<file path="src/rtl/count_sched.sv">
`default_nettype none
// ============================================================================
// Module      : count_sched
// Description : Two-requester round-robin scheduler for one shared counter.
//               The granted requester's terminal count is latched at grant;
//               the counter then runs 0..TC on enabled cycles and the owner
//               receives a one-cycle DONE pulse on completion.
// Revision    : 1.0 - initial release
// ============================================================================
module count_sched #(
   parameter int WIDTH = 8
) (
   input  logic             clk_i,
   input  logic             rst_i,
   input  logic             en_i,
   input  logic             req0_i,
   input  logic [WIDTH-1:0] len0_i,
   input  logic             req1_i,
   input  logic [WIDTH-1:0] len1_i,
   output logic             gnt0_o,
   output logic             gnt1_o,
   output logic             busy_o,
   output logic [WIDTH-1:0] cnt_o,
   output logic             done0_o,
   output logic             done1_o
);

   localparam logic [1:0] S_IDLE = 2'd0;
   localparam logic [1:0] S_RUN0 = 2'd1;
   localparam logic [1:0] S_RUN1 = 2'd2;

   localparam logic [WIDTH-1:0] CNT_ZERO = {WIDTH{1'b0}};
   localparam logic [WIDTH-1:0] CNT_ONE  = {{(WIDTH-1){1'b0}}, 1'b1};

   logic [1:0]       state_q, state_d;
   logic [WIDTH-1:0] cnt_q,   cnt_d;
   logic [WIDTH-1:0] tc_q,    tc_d;
   logic             last_q,  last_d;
   logic             done0_q, done0_d;
   logic             done1_q, done1_d;

   // Next-state logic: arbitration in IDLE, counting/abort/completion in RUNx.
   always_comb begin
      state_d = state_q;
      cnt_d   = cnt_q;
      tc_d    = tc_q;
      last_d  = last_q;
      done0_d = 1'b0;
      done1_d = 1'b0;

      case (state_q)
         S_IDLE: begin
            // Requester 0 wins when alone, or when both ask and 1 was served last.
            if (req0_i && (!req1_i || last_q)) begin
               state_d = S_RUN0;
               tc_d    = len0_i;
               cnt_d   = CNT_ZERO;
               last_d  = 1'b0;
            end else if (req1_i) begin
               state_d = S_RUN1;
               tc_d    = len1_i;
               cnt_d   = CNT_ZERO;
               last_d  = 1'b1;
            end
         end

         S_RUN0: begin
            // Abort is checked first so it overrides a same-cycle completion.
            if (!req0_i) begin
               state_d = S_IDLE;
               cnt_d   = CNT_ZERO;
            end else if (en_i) begin
               if (cnt_q == tc_q) begin
                  state_d = S_IDLE;
                  cnt_d   = CNT_ZERO;
                  done0_d = 1'b1;
               end else begin
                  cnt_d = cnt_q + CNT_ONE;
               end
            end
         end

         S_RUN1: begin
            if (!req1_i) begin
               state_d = S_IDLE;
               cnt_d   = CNT_ZERO;
            end else if (en_i) begin
               if (cnt_q == tc_q) begin
                  state_d = S_IDLE;
                  cnt_d   = CNT_ZERO;
                  done1_d = 1'b1;
               end else begin
                  cnt_d = cnt_q + CNT_ONE;
               end
            end
         end

         default: begin
            state_d = S_IDLE;
            cnt_d   = CNT_ZERO;
         end
      endcase
   end

   // State registers with asynchronous reset; LAST resets to 1 so 0 wins first tie.
   always_ff @(posedge clk_i or posedge rst_i) begin
      if (rst_i) begin
         state_q <= S_IDLE;
         cnt_q   <= CNT_ZERO;
         tc_q    <= CNT_ZERO;
         last_q  <= 1'b1;
         done0_q <= 1'b0;
         done1_q <= 1'b0;
      end else begin
         state_q <= state_d;
         cnt_q   <= cnt_d;
         tc_q    <= tc_d;
         last_q  <= last_d;
         done0_q <= done0_d;
         done1_q <= done1_d;
      end
   end

   assign gnt0_o  = (state_q == S_RUN0);
   assign gnt1_o  = (state_q == S_RUN1);
   assign busy_o  = (state_q != S_IDLE);
   assign cnt_o   = cnt_q;
   assign done0_o = done0_q;
   assign done1_o = done1_q;

endmodule
`default_nettype wire

</file>
<file path="config.mk">
export PLATFORM = sky130hd
export DESIGN_NAME = count_sched
export DESIGN_NICKNAME = d
export VERILOG_FILES = /design/src/rtl/count_sched.sv
export SDC_FILE = /design/constraint.sdc
export NUM_CORES = 1
export LEC_CHECK = 0
export CAP_MARGIN = 10
export CELL_PAD_IN_SITES_DETAIL_PLACEMENT = 0
export CELL_PAD_IN_SITES_GLOBAL_PLACEMENT = 1
export CORE_MARGIN = 2
export CORE_UTILIZATION = 30
export CTS_CLUSTER_DIAMETER = 60
export DETAILED_ROUTE_END_ITERATION = 12
export PLACE_DENSITY_LB_ADDON = 0.1
export SYNTH_ARGS = -nofsm -noshare
export SYNTH_HDL_FRONTEND = slang
export SYNTH_SLANG_ARGS = --single-unit
</file>
<file path="constraint.sdc">
create_clock -name clk_i -period 1.9 [get_ports clk_i]
set_input_delay 0.475 -clock clk_i [delete_from_list [all_inputs] [get_ports clk_i]]
set_output_delay 0.475 -clock clk_i [all_outputs]
set_load 0.01 [all_outputs]
</file>
==> flow_summary_export.csv <==
group,metric,value,unit
outcome,status,"complete, no violations",
sta,clock-skew-final,4.48,ps
yosys,yosysSeqAreaShare,43.0,%
sta,max_slew.worst_pin.slew,309,ps
floorplanning,dieArea,0.00461,mm²
clock_tree,numCtsBuffers,3,
pwr,power,1870,µW
sta,rsz0062_at_grt,"no",
critical_path,cp_max_fo,6,
global_routing,antenna_found_initial,0,
global_routing,grtUsageTotal,14.5,%
sta,post-route-period-util,95.9,%
drt,ant_nets,0,
cells_and_area,nets,206,
critical_path,required,1420,ps
critical_path,end_kind,"output pin",
cells_and_area,final_cell_mix,"30 x clkdlybuf4s50_1, 20 x nand2_1, 20 x dfrtp_1, 20 x buf_4",
clock_tree,root_buffer,"clkbuf_8",
floorplanning,start_util,30.9,%
pwr,power.leakage,0.000837,µW
cells_and_area,mostFrequentLayoutCell,"clkdlybuf4s50_1",
clock_tree,cts_max_path_buffers,2,
cells_and_area,regArea,527,µm²
cells_and_area,diodes,0,
placement,io_buffers,33,
cells_and_area,nFillCells,393,
clock_tree,htreeDepth,1,
drt,via_per_inst,4.75,
critical_path,crit_arrival,1350,ps
floorplanning,pin_count,34,
sta,finalSetupViolations,0,
flow_run,cap_violations,0,
cells_and_area,stdcell_area,0.00183,mm²
yosys,synth_nets,150,
yosys,syn_area,0.00123,mm²
critical_path,critPathMaxStageDelay,530,ps
yosys,ys_ff_latch,21,
placement,hpwl,2320,µm
pwr,power.density,1020,mW/mm²
critical_path,worst_setup_path_start_kind,"flop",
clock_tree,hold_buffers,0,
drt,routed_wirelength,2870,µm
pwr,ir_drop,0.000489,V
yosys,synth_top_flop_cell,"dfrtp_1",
clock_tree,cts_tree,"done",
critical_path,worst_path_max_delay_cell,"clkdlybuf4s50_1",
drt,drc,0,
clock_tree,clock_latency,260,ps
global_routing,grt_max_degree,22,
floorplanning,std_cell_rows,23,
yosys,yosys_warnings,0,
yosys,syn_area_per_cell,9.89,µm²
floorplanning,coreArea,0.00397,mm²
global_routing,grt_pass1_vias,1104,
critical_path,critPathKind,"reg -> out",
drt,dr.pass1.iters,4,
cells_and_area,multi_input_area,688,µm²
sta,finalCriticalPeriod,1820,ps
critical_path,crit_chain,"buf_4 -> clkdlybuf4s50_1",
yosys,yosysUniqueCellTypes,41,
placement,routabilityCongestion,0.787,
yosys,postSynthCellCount,124,
yosys,synth_enable_flop_cells,0,
cells_and_area,areaGrowthSynthToFinish,49.2,%
worst_hold_path,min_path_type,"reg -> reg",
placement,dpl_cell_area,0.00174,mm²
sta,worst_slew_margin_rel,79.4,%
drt,drt-wirelength-per-cell,12.5,µm
floorplanning,fp.dieH,67.9,µm
sta,max_freq,0.549,GHz
clock_tree,clock-sinks,21,
floorplanning,fp.dieW,67.9,µm
drt,drtIter0Drc,42,
clock_tree,path_clk_slew,80,ps
global_routing,grt.overflow.total,0,
sta,hold_viol_final,0,
drt,num_vias,1088,
global_routing,grt_pass1_wl,5050,µm
yosys,synthArstFlopShare,100,%
cells_and_area,drive_gt1_share,21.8,%
sta,slew_viol_final,0,
[logic make-up (layout without fill, tap and decap cells)]
family | count (synthesis) | in the layout | synth area share [%]
AOI/OAI and AO/OA | 29 | 29 | 18.9
xor gates and xnor gates | 8 | 8 | 5.71
adders and majority gates | 5 | 5 | 5.10
buffers and inverters | 8 | 63 | 2.55
DFF | 21 | 21 | 43.0
muxes | 9 | 9 | 7.45
and+or+nand+nor | 44 | 44 | 17.3
[through the flow]
stage / util [%] / setup TNS [ps] / hold slack (ps) / cells / worst slack, ps
after detailed placement: 43.9 / -2080 / 491 / 222 / -185
final: 46.1 / 0 / 502 / 229 / 78.8
after floorplan: - / 0 / 451 / 124 / 105
after CTS: 45.3 / 0 / 510 / 228 / 12.9
after global placement: 43.9 / -1450 / 486 / 222 / -157
after global routing: 46.1 / 0 / 543 / 229 / 0.256
[where the power goes]
group | total, µW | internal [µW] | switching (µW) | leakage [µW]
Sequential | 656 | 574 | 82.7 | 0.000274
Combinational | 920 | 461 | 458 | 0.000540
Clock | 291 | 149 | 142 | 0.0000228
[what timing repair did]
action,CTS,global route
pin swaps,0,2
buffers inserted,2,1
gates resized for setup,3,7
endpoints found under the setup margin,3,8
cloned,0,0
[critical path: cells and delay by family (launching register included)]
kind	cells	cell delay, ps
flip-flops	1	400
buffers and inverters	2	690
[flip-flops by register name, summed over array words and instances (netlist names)]
register	flops
done1_o	1
last_q	1
state_q	2
cnt_o	8
done0_o	1
tc_q	8
[cells in the mapped netlist (all sizes together) (2+ instances only)]
cell | count | share of area, %
nor2b | 2 | 1.0
mux2i | 8 | 6.5
nand2 | 20 | 6.1
a22o | 2 | 1.5
a31o | 2 | 1.4
o32ai | 2 | 1.4
o221a | 2 | 1.8
and3 | 3 | 1.6
dfrtp | 20 | 41
o21ai | 11 | 4.8
inv | 5 | 1.5
nor2 | 7 | 2.3
ha | 5 | 5.1
nand3 | 2 | 0.82
o21bai | 2 | 1.2
xnor2 | 8 | 5.7
nand4 | 2 | 1.0
nor3 | 2 | 0.82
clkbuf | 2 | 0.61
[path summary, 6_finish.rpt]
check                                        from                    to  slack (ps)  cells after the start
setup reg to reg           state_q[0]$_DFFE_PP0P_  cnt_o[4]$_DFFE_PP0P_         130                      9
hold reg to reg               tc_q[7]$_DFFE_PP0P_   tc_q[7]$_DFFE_PP0P_         500                      2
max in group asynchronous                   rst_i    last_q$_DFFE_PP1P_        1090                      3
min in group asynchronous                   rst_i   tc_q[4]$_DFFE_PP0P_         540                      3
hold / removal                tc_q[7]$_DFFE_PP0P_   tc_q[7]$_DFFE_PP0P_         500                      2
setup / recovery             cnt_o[2]$_DFFE_PP0P_              cnt_o[2]          80                      2
[final cells by class]
| type | count | area share, % |
|---|---|---|
| inverters | 5 | 1.03 |
| multi-input cells | 95 | 37.6 |
| clock buffers | 4 | 2.46 |
| well taps | 50 | 3.42 |
| flip-flops and latches | 21 | 28.8 |
| repair buffers | 54 | 26.7 |
[layer usage]
layer / global-route usage, % / vias to the layer above / wire length [µm]
li1: - / 554 / -
met1: 19.1 / 507 / 1370
met5: 0 / - / 0
met3: 2.47 / 2 / 115
met4: 5.25 / 0 / 21
met2: 23.8 / 25 / 1360
(Power assumes the default switching activity.)
